File: config.mk
export PLATFORM = sky130hd
export DESIGN_NAME = muldiv_exec_unit_flat
export DESIGN_NICKNAME = d
export VERILOG_FILES = /design/src/rtl/muldiv_exec_unit_pkg.sv /design/src/rtl/muldiv_exec_unit_if.sv /design/src/rtl/muldiv_iter.sv /design/src/rtl/muldiv_exec_unit.sv /design/src/flat_wrapper.sv
export SDC_FILE = /design/constraint.sdc
export NUM_CORES = 1
export LEC_CHECK = 0
export CORE_ASPECT_RATIO = 1.75
export CORE_MARGIN = 2
export CORE_UTILIZATION = 40
export CTS_CLUSTER_DIAMETER = 120
export DETAILED_ROUTE_END_ITERATION = 8
export PLACE_DENSITY_LB_ADDON = 0.3
export SYNTH_ARGS = -nofsm -noshare
export SYNTH_HDL_FRONTEND = slang
export SYNTH_SLANG_ARGS = --single-unit
File: constraint.sdc
create_clock -name clk -period 3.4 [get_ports clk]
set_input_delay 0.68 -clock clk [delete_from_list [all_inputs] [get_ports clk]]
set_output_delay 0.68 -clock clk [all_outputs]
set_load 0.1 [all_outputs]
File: src/rtl/muldiv_exec_unit_pkg.sv
// Shared constants for the EX-stage mul/div execute unit: MIPS funct codes and engine FSM states.
package alu_pkg;

  localparam logic [5:0] FnAdd   = 6'b100000;
  localparam logic [5:0] FnSub   = 6'b100010;
  localparam logic [5:0] FnAnd   = 6'b100100;
  localparam logic [5:0] FnOr    = 6'b100101;
  localparam logic [5:0] FnSlt   = 6'b101010;
  localparam logic [5:0] FnSll   = 6'b000000;
  localparam logic [5:0] FnSrl   = 6'b000010;
  localparam logic [5:0] FnSra   = 6'b000011;
  localparam logic [5:0] FnMfhi  = 6'b010000;
  localparam logic [5:0] FnMflo  = 6'b010010;
  localparam logic [5:0] FnMult  = 6'b011000;
  localparam logic [5:0] FnMultu = 6'b011001;
  localparam logic [5:0] FnDiv   = 6'b011010;
  localparam logic [5:0] FnDivu  = 6'b011011;

  typedef enum logic [1:0] {
    MdIdle,
    MdRun,
    MdDone
  } md_state_e;

endpackage

File: src/rtl/muldiv_exec_unit_if.sv
// Issue/result bus between the pipeline (master) and the mul/div execute unit (slave).
interface muldiv_exec_unit_if #(
  parameter int unsigned XLEN = 32,
  parameter int unsigned SHW  = $clog2(XLEN)
) ();
  logic            op_valid;
  logic            op_ready;
  logic [5:0]      funct;
  logic [XLEN-1:0] data_a;
  logic [XLEN-1:0] data_b;
  logic [SHW-1:0]  shamt;
  logic [XLEN-1:0] result;
  logic            result_valid;
  logic            eq;
  logic            ne;
  logic            busy;
  logic            md_done;

  modport master (
    output op_valid, funct, data_a, data_b, shamt,
    input  op_ready, result, result_valid, eq, ne, busy, md_done
  );

  modport slave (
    input  op_valid, funct, data_a, data_b, shamt,
    output op_ready, result, result_valid, eq, ne, busy, md_done
  );
endinterface

File: src/rtl/muldiv_iter.sv
// Shared iterative engine: shift-add multiply or restoring divide on unsigned magnitudes,
// one bit per cycle for XLEN cycles, then a single DONE cycle.
module muldiv_iter
  import alu_pkg::*;
#(
  parameter int unsigned XLEN = 32,
  parameter int unsigned CntW = $clog2(XLEN)
) (
  input  logic            clk_i,
  input  logic            rst_ni,
  input  logic            start_i,
  input  logic            is_div_i,
  input  logic [XLEN-1:0] op_a_i,
  input  logic [XLEN-1:0] op_b_i,
  output logic            busy_o,
  output logic            done_o,
  output logic [XLEN-1:0] hi_o,
  output logic [XLEN-1:0] lo_o
);

  md_state_e       state_q;
  logic [CntW-1:0] cnt_q;
  logic [XLEN-1:0] p_hi_q, p_lo_q, b_q;
  logic            is_div_q, done_q;
  logic [XLEN:0]   mul_sum, div_shift, div_trial;

  // p_hi/p_lo hold {acc, multiplier} for mul and {remainder, dividend/quotient} for div.
  always_comb begin
    mul_sum   = {1'b0, p_hi_q} + (p_lo_q[0] ? {1'b0, b_q} : '0);
    div_shift = {p_hi_q, p_lo_q[XLEN-1]};
    div_trial = div_shift - {1'b0, b_q};
  end

  always_ff @(posedge clk_i or negedge rst_ni) begin
    if (!rst_ni) begin
      state_q  <= MdIdle;
      cnt_q    <= '0;
      p_hi_q   <= '0;
      p_lo_q   <= '0;
      b_q      <= '0;
      is_div_q <= 1'b0;
      done_q   <= 1'b0;
    end else begin
      done_q <= 1'b0;
      unique case (state_q)
        MdIdle: begin
          if (start_i) begin
            state_q  <= MdRun;
            cnt_q    <= CntW'(XLEN - 1);
            p_hi_q   <= '0;
            p_lo_q   <= op_a_i;
            b_q      <= op_b_i;
            is_div_q <= is_div_i;
          end
        end
        MdRun: begin
          if (is_div_q) begin
            // Borrow out of the trial subtract means restore.
            p_lo_q <= {p_lo_q[XLEN-2:0], ~div_trial[XLEN]};
            p_hi_q <= div_trial[XLEN] ? div_shift[XLEN-1:0] : div_trial[XLEN-1:0];
          end else begin
            p_hi_q <= mul_sum[XLEN:1];
            p_lo_q <= {mul_sum[0], p_lo_q[XLEN-1:1]};
          end
          cnt_q <= cnt_q - CntW'(1);
          if (cnt_q == '0) begin
            state_q <= MdDone;
            done_q  <= 1'b1;
          end
        end
        MdDone:  state_q <= MdIdle;
        default: state_q <= MdIdle;
      endcase
    end
  end

  assign busy_o = (state_q != MdIdle);
  assign done_o = done_q;
  assign hi_o   = p_hi_q;
  assign lo_o   = p_lo_q;

endmodule

File: src/rtl/muldiv_exec_unit.sv
// EX-stage execute unit: single-cycle ALU/shift/MFHI/MFLO plus iterative mul/div into HI/LO.
// Define MULDIV_SIGNED_EN to accept MULT/DIV (magnitude in, sign fix-up when the engine is done).
module muldiv_exec_unit
  import alu_pkg::*;
#(
  parameter int unsigned XLEN = 32,
  parameter int unsigned SHW  = $clog2(XLEN)
) (
  input logic               clk,
  input logic               reset,
  muldiv_exec_unit_if.slave bus
);

  logic              accept, is_md, is_div, is_signed;
  logic              eng_busy, eng_done;
  logic [XLEN-1:0]   alu_res, mag_a, mag_b, eng_hi, eng_lo;
  logic [XLEN-1:0]   hi_q, lo_q, hi_d, lo_d, result_q;
  logic              result_valid_q, neg_a_q, neg_b_q, b_zero_q, md_div_q;
  logic [2*XLEN-1:0] prod_raw, prod;

  assign accept = bus.op_valid && bus.op_ready;

  always_comb begin
    is_md     = 1'b0;
    is_div    = 1'b0;
    is_signed = 1'b0;
    case (bus.funct)
      FnMultu: is_md = 1'b1;
      FnDivu: begin
        is_md  = 1'b1;
        is_div = 1'b1;
      end
`ifdef MULDIV_SIGNED_EN
      FnMult: begin
        is_md     = 1'b1;
        is_signed = 1'b1;
      end
      FnDiv: begin
        is_md     = 1'b1;
        is_div    = 1'b1;
        is_signed = 1'b1;
      end
`endif
      default: ;
    endcase
  end

  always_comb begin
    case (bus.funct)
      FnAdd:   alu_res = bus.data_a + bus.data_b;
      FnSub:   alu_res = bus.data_a - bus.data_b;
      FnAnd:   alu_res = bus.data_a & bus.data_b;
      FnOr:    alu_res = bus.data_a | bus.data_b;
      FnSlt:   alu_res = XLEN'($signed(bus.data_a) < $signed(bus.data_b));
      FnSll:   alu_res = bus.data_b << bus.shamt;
      FnSrl:   alu_res = bus.data_b >> bus.shamt;
      FnSra:   alu_res = $unsigned($signed(bus.data_b) >>> bus.shamt);
      FnMfhi:  alu_res = hi_q;
      FnMflo:  alu_res = lo_q;
      default: alu_res = '0;
    endcase
  end

  assign mag_a = (is_signed && bus.data_a[XLEN-1]) ? -bus.data_a : bus.data_a;
  assign mag_b = (is_signed && bus.data_b[XLEN-1]) ? -bus.data_b : bus.data_b;

  // Divide by zero keeps LO all ones; the remainder already equals |dividend|.
  always_comb begin
    prod_raw = {eng_hi, eng_lo};
    prod     = (neg_a_q ^ neg_b_q) ? -prod_raw : prod_raw;
    if (md_div_q) begin
      lo_d = b_zero_q ? '1 : ((neg_a_q ^ neg_b_q) ? -eng_lo : eng_lo);
      hi_d = neg_a_q ? -eng_hi : eng_hi;
    end else begin
      hi_d = prod[2*XLEN-1:XLEN];
      lo_d = prod[XLEN-1:0];
    end
  end

  always_ff @(posedge clk or negedge reset) begin
    if (!reset) begin
      result_q       <= '0;
      result_valid_q <= 1'b0;
      hi_q           <= '0;
      lo_q           <= '0;
      neg_a_q        <= 1'b0;
      neg_b_q        <= 1'b0;
      b_zero_q       <= 1'b0;
      md_div_q       <= 1'b0;
    end else begin
      result_valid_q <= accept && !is_md;
      if (accept && !is_md) result_q <= alu_res;
      if (accept && is_md) begin
        neg_a_q  <= is_signed && bus.data_a[XLEN-1];
        neg_b_q  <= is_signed && bus.data_b[XLEN-1];
        b_zero_q <= (bus.data_b == '0);
        md_div_q <= is_div;
      end
      if (eng_done) begin
        hi_q <= hi_d;
        lo_q <= lo_d;
      end
    end
  end

  muldiv_iter #(
    .XLEN (XLEN)
  ) u_iter (
    .clk_i    (clk),
    .rst_ni   (reset),
    .start_i  (accept && is_md),
    .is_div_i (is_div),
    .op_a_i   (mag_a),
    .op_b_i   (mag_b),
    .busy_o   (eng_busy),
    .done_o   (eng_done),
    .hi_o     (eng_hi),
    .lo_o     (eng_lo)
  );

  assign bus.op_ready     = !eng_busy;
  assign bus.busy         = eng_busy;
  assign bus.md_done      = eng_done;
  assign bus.result       = result_q;
  assign bus.result_valid = result_valid_q;
  assign bus.eq           = (bus.data_a == bus.data_b);
  assign bus.ne           = (bus.data_a != bus.data_b);

endmodule

File: src/flat_wrapper.sv
// flat-port wrapper written by rule: the top's interface ports become plain ports
module muldiv_exec_unit_flat import alu_pkg::*;
#(
  parameter int unsigned XLEN = 32,
  parameter int unsigned SHW  = $clog2(XLEN)
)
  (clk, reset, bus_op_valid, bus_funct, bus_data_a, bus_data_b, bus_shamt, bus_op_ready, bus_result, bus_result_valid, bus_eq, bus_ne, bus_busy, bus_md_done);
  muldiv_exec_unit_if #(.XLEN(XLEN), .SHW(SHW)) bus_i ();
  input logic clk;
  input logic reset;
  input wire logic [$bits(bus_i.op_valid)-1:0] bus_op_valid;
  input wire logic [$bits(bus_i.funct)-1:0] bus_funct;
  input wire logic [$bits(bus_i.data_a)-1:0] bus_data_a;
  input wire logic [$bits(bus_i.data_b)-1:0] bus_data_b;
  input wire logic [$bits(bus_i.shamt)-1:0] bus_shamt;
  output wire logic [$bits(bus_i.op_ready)-1:0] bus_op_ready;
  output wire logic [$bits(bus_i.result)-1:0] bus_result;
  output wire logic [$bits(bus_i.result_valid)-1:0] bus_result_valid;
  output wire logic [$bits(bus_i.eq)-1:0] bus_eq;
  output wire logic [$bits(bus_i.ne)-1:0] bus_ne;
  output wire logic [$bits(bus_i.busy)-1:0] bus_busy;
  output wire logic [$bits(bus_i.md_done)-1:0] bus_md_done;
  assign bus_i.op_valid = bus_op_valid;
  assign bus_i.funct = bus_funct;
  assign bus_i.data_a = bus_data_a;
  assign bus_i.data_b = bus_data_b;
  assign bus_i.shamt = bus_shamt;
  assign bus_op_ready = bus_i.op_ready;
  assign bus_result = bus_i.result;
  assign bus_result_valid = bus_i.result_valid;
  assign bus_eq = bus_i.eq;
  assign bus_ne = bus_i.ne;
  assign bus_busy = bus_i.busy;
  assign bus_md_done = bus_i.md_done;
  muldiv_exec_unit #(.XLEN(XLEN), .SHW(SHW)) u_core (.clk(clk), .reset(reset), .bus(bus_i));
endmodule
Yosys cells after proc, flatten, opt, wreduce, memory -nomap -nowiden. Index checks and enable logic that the tools add are counted. Widths: inputs -> output; s select.

Bits in latches: 0. Bits of input ports: 78. Output and inout port bits: 38. Bits in writable memories: 0. Memory bits (read-only): 0. Bits in registers: 204. Memories kept: 0. Logic and storage cells: 76.

Eq/ne operators: 16. Div/mod/pow operators: 0. Shift operators: 3. Muxes and demuxes: 20. Order comparisons: 1. Bitwise operators: 3. Add/sub/neg operators: 5. Reduce and logical (&&, ||, !) cells: 15. Multipliers: 0.

Operator list (count): $pmux 32 s10 (1); $mux 32 (8); $pmux 32 s2 (2); $add 32x33->33 (1); $sub 33x32->33 (1); $add 32x32->32 (1); $and 32x32->32 (1); $eq 32x32->1 (1); $logic_not 32->1 (1); $lt 32x32->1 (1); $ne 32x32->1 (1); $or 32x32->32 (1); $shl 32x5->32 (1); $shr 32x5->32 (1); $sshr 32x5->32 (1); $sub 32x32->32 (1); $eq 6x6->1 const B (5); $eq 6x5->1 const B (4); $eq 6x2->1 const B (2); $pmux 5 s2 (1); $logic_not 6->1 (1); $reduce_and 2->1 (3); $logic_not 5->1 (1); $mux 5 (1); 12 further kinds (21).

Logic depth before layout (Yosys ltp).
Word-level depth: 6. Gate-level depth with buffers: 15.

Modules after synthesis. A second synthesis with hierarchy kept.

Cell total of the unflattened synthesis: 2716. Area, all modules: 21471.8 um^2.

By module, submodules not included: muldiv_exec_unit (cells an instance 1636, area each 12857.3 um^2, seq. area each 2477.4 um^2, instances 1); muldiv_iter (cells an instance 1080, area each 8614.5 um^2, seq. area each 2627.5 um^2, instances 1).

Worst setup path before layout. No wires, ideal clock.

Path kind: input-to-output. Start point: in bus_data_b[17]. End point: out bus_eq. Required time: 2720 ps. Cell stages on the path: 10. Path buffers: 2. Slack: -1281 ps. Arrival: 4001 ps. Cells stage by stage: buf_1 > inv_1 > ha_1 > clkbuf_1 > or3_1 > nand3b_1 > nor2_1 > nand2_1 > or4_1 > inv_1.

Word-level cells in the longest chain between the ends: 1.

Ends and longest elaborated chain: from (decl) (line flat_wrapper.sv:14) `input wire logic [$bits(bus_i.data_b)-1:0] bus_data_b;`; $eq 32x32->1 (line muldiv_exec_unit.sv:126) `assign bus.eq = (bus.data_a == bus.data_b);`; to (decl) (line flat_wrapper.sv:19) `output wire logic [$bits(bus_i.eq)-1:0] bus_eq;`.

No other way between the ends.

Final worst setup path.
Start point: in bus_data_a[17]. End point: out bus_eq.

Word-level cells in the longest chain between the ends: 1.

Ends and longest elaborated chain: from (decl) (line flat_wrapper.sv:13) `input wire logic [$bits(bus_i.data_a)-1:0] bus_data_a;`; $eq 32x32->1 (line muldiv_exec_unit.sv:126).

No other way between the ends.

==> results.py <==
metrics = {
    "status": {
        "run_status": "finished, violations left",
        "violations": "setup timing",
    },
    "clocking": {
        "cts_sinks": 204,
        "cts_max_level": 1,
        "cts_hold_buf": 0,
        "cts_made_buffers": 23,
        "clockBufferDepth": 3,
        "cts-root-buf": "clkbuf_16",
        "cts_tree": "built",
        "clk_latency_ns": 0.56,
        "cts.clk_slew.worst_paths_ns": 0.07,
    },
    "power": {
        "power_frac_comb": 0.674,
        "pwr_density_cell_nw_per_um2": 683,
        "leakage_nw": 13.1,
        "peakVddDrop_uv": 766,
        "p_total_w": 0.0200,
        "power_switching_w": 0.00918,
        "swShare": 0.460,
        "p_clk_frac": 0.138,
        "p_int_w": 0.0108,
        "p_seq_frac": 0.188,
    },
    "layout": {
        "instances_no_fill": 3832,
        "final_area_sq_um": 29200,
        "final_layout_size_suffix_gt1_frac": 0.328,
        "layout_commonest_cell": "buf_4",
        "finalNetCount": 3387,
        "antenna-diode-count": 0,
        "area.growth.synth_to_final_pct": 40.9,
        "final_cell_mix": "buf_4 (640), nand2_1 (260), dfrtp_1 (201), nor2_1 (194), a21oi_1 (156)",
        "post-route-util": 0.569,
    },
    "route": {
        "ant_nets": 0,
        "vias_per_cell": 6.04,
        "dr.pass1.iters": 6,
        "detail_route.wl_per_cell_microns": 26.7,
        "wl_microns": 102000,
        "drc": 0,
        "via_count": 23149,
        "drt-initial-drc-count": 1856,
    },
    "min_path": {
        "min_path_type": "input pin to async pin",
    },
    "worst_setup_path": {
        "worst_setup_path_end_kind": "primary output",
        "worst-path-buf-inv": 4,
        "crit_arrival_ns": 2.93,
        "crit_path_max_fanout": 2,
        "critical_path.max_stage_delay_ns": 0.61,
        "path_class": "input pin to primary output",
        "slowest_stage": "or4_4",
        "crit_path_start_kind": "input pin",
        "required_ns": 2.72,
        "crit_chain": "buf_6 -> inv_4 -> ha_4 -> or3_4 -> nand3b_1 -> nor2_2 -> nand2_1 -> or4_4 -> clkinvlp_4 -> buf_12",
        "crit_family": "simple AND/OR/NAND/NOR gates",
    },
    "synthesis": {
        "synth-xor-area-share": 0.0345,
        "synth_seq_cells": 204,
        "ys_async_sr_fraction": 1.00,
        "yosys.area.top_type": "dfrtp_1",
        "synth-adder-area-share": 0.102,
        "synth_top_family_by_area": "compound AO/OA/AOI/OAI gates",
        "ys_types": 82,
        "synth_mux_area_frac": 0.127,
        "synth_edf_count": 0,
        "synth_compound_area_frac": 0.258,
        "ys.flop_type": "dfrtp_1",
        "synth_top_area_frac": 0.246,
        "ys_seq_area_frac": 0.246,
        "synthCells": 2541,
        "syn_avg_cell_area_sq_um": 8.16,
        "yosys.area_share.simple": 0.170,
        "syn_area_sq_um": 20700,
        "synthesis.nets": 2785,
        "synth_area_leaders": "dfrtp_1 (25%), ha_1 (9.8%), mux4_2 (5.9%), nand2_1 (4.7%), mux2i_1 (4.6%)",
        "yosysWarnings": 0,
    },
    "placement": {
        "dpl.cell_count": 3747,
        "gp_congestion": 1.02,
        "detailed_place_hpwl_microns": 80800,
        "io_buffers": 115,
        "place_area_sq_um": 26900,
    },
    "sta": {
        "layout_setup_ws_ns": -0.214,
        "finalCriticalPeriod_ns": 3.61,
        "fin_worst_skew_ns": 0.0284,
        "maxSlewViolCount": 0,
        "final.period_utilization": 1.06,
        "grt_setup_unrepaired": "true",
        "fmax_ghz": 0.277,
        "final_hold_viol_count": 0,
        "slew-limit-headroom": 0.266,
        "worstMarginPinSlew_ns": 1.07,
        "setup_tns_ns": -0.391,
        "setup_viol": 4,
    },
    "floorplan": {
        "die_w_microns": 176,
        "start_util": 0.404,
        "die_area_sq_um": 53800,
        "rows": 110,
        "io-pin-count": 116,
        "die-height_microns": 305,
        "coreArea_sq_um": 51300,
    },
    "global_routing": {
        "overflow": 0,
        "grt_pass1_vias": 23600,
        "grt_util_all_layers": 0.369,
        "grt_pass1_wl_microns": 149000,
        "antenna_found_initial": 2,
        "grt_max_degree": 99,
    },
    "job": {
        "max_cap_violations": 0,
    },
}
==> synthesized netlist by cell type (11+ instances only) <==
cell type  number
o211ai_1       20
buf_1          21
o21ai_1        26
buf_2          12
nor2b_1        49
and2_1         41
mux2i_1        96
dfrtp_1       204
a211o_1        14
o221ai_1       31
nand2b_1       21
a31oi_1        63
o31ai_1        21
o21ai_0       164
inv_1         146
nand3_1        27
o21bai_1       19
mux4_2         54
nor3_1         48
xor2_1         30
a21o_1         46
ha_1          162
nor2_1        203
a21oi_1       163
nand4_1        20
xnor2_1        48
mux2_2         40
nand2_1       262
a211oi_1       69
o21a_1         11
o22ai_1        16
clkbuf_1      153
o22a_1         33
a22oi_1        27
or3_1          18
nor4_1         28
==> logic make-up after synthesis <==
group | after synthesis
fa+ha+maj | 166
xor+xnor | 80
buf+inv | 336
flops | 204
mux | 190
compound gates | 807
simple gates | 758
==> layer usage <==
layer | part of all wire | global-route usage | vias up | routed length [microns]
li1 | - | - | 10504 | -
met1 | 0.37 | 0.424 | 11471 | 38100
met2 | 0.50 | 0.653 | 903 | 51200
met3 | 0.046 | 0.0318 | 271 | 4740
met4 | 0.080 | 0.231 | 0 | 8170
met5 | 0 | 0 | - | 0
==> path summary, 6_finish.rpt <==
kind	startpoint	endpoint	slack, ns	cells after the start
worst max-delay path	bus_data_a[17]	bus_eq	-0.21	10
worst min-delay path	reset	u_core.bus.result[29]	0.07	1
worst max register to register	u_core.u_iter.lo_o[0]	u_core.u_iter.hi_o[28]	-0.02	14
worst min register to register	u_core.bus.result[4]	u_core.bus.result[4]	0.48	2
max in group asynchronous	reset	u_core.u_iter.b_q[3]	2.48	2
min in group clk	u_core.bus.result[4]	u_core.bus.result[4]	0.48	2
==> power by group through the flow <==
stage / sequential [W] / clock [W] / combinational, W
after CTS: 0.00369 / 0.00279 / 0.0119
final: 0.00375 / 0.00277 / 0.0135
after global placement: 0.00371 / 0 / 0.0111
after floorplan: 0.00415 / 0 / 0.00649
after detailed placement: 0.00372 / 0 / 0.0113
after global routing: 0.00381 / 0.00286 / 0.0144
==> area by class of cell <==
class	count	area, sq um
repair buffers	766	6400
clock buffers	27	611
well taps	672	841
multi-input cells	2001	15500
inverters	147	571
flip-flops and latches	204	5110
fillers	4742	22100
clock inverters	15	190
==> sequential cells by signal (all words and copies together) (netlist names) <==
register,cells
u_core.b_zero_q,1
u_core.u_iter.done_o,1
u_core.u_iter.hi_o,32
u_core.u_iter.state_q,2
u_core.u_iter.b_q,32
u_core.md_div_q,1
u_core.bus.result,32
u_core.u_iter.is_div_q,1
u_core.lo_q,32
u_core.bus.result_valid,1
u_core.hi_q,32
u_core.u_iter.lo_o,32
u_core.u_iter.cnt_q,5
==> per-stage QoR <==
| stage | hold slack (ns) | setup WS [ns] |
|---|---|---|
| after floorplan | 0.384 | -0.196 |
| after global placement | 0.457 | -1.16 |
| after detailed placement | 0.472 | -1.22 |
| after CTS | 0.119 | -0.247 |
| after global routing | 0.126 | -0.228 |
| final | 0.0664 | -0.214 |
==> what timing repair did <==
item,CTS,global route
gates resized for setup,181,131
setup endpoints to repair,57,48
buffers inserted,17,25
pin swaps,43,71
cloned,0,5
Note: power is estimated with default switching activity, not from simulation.
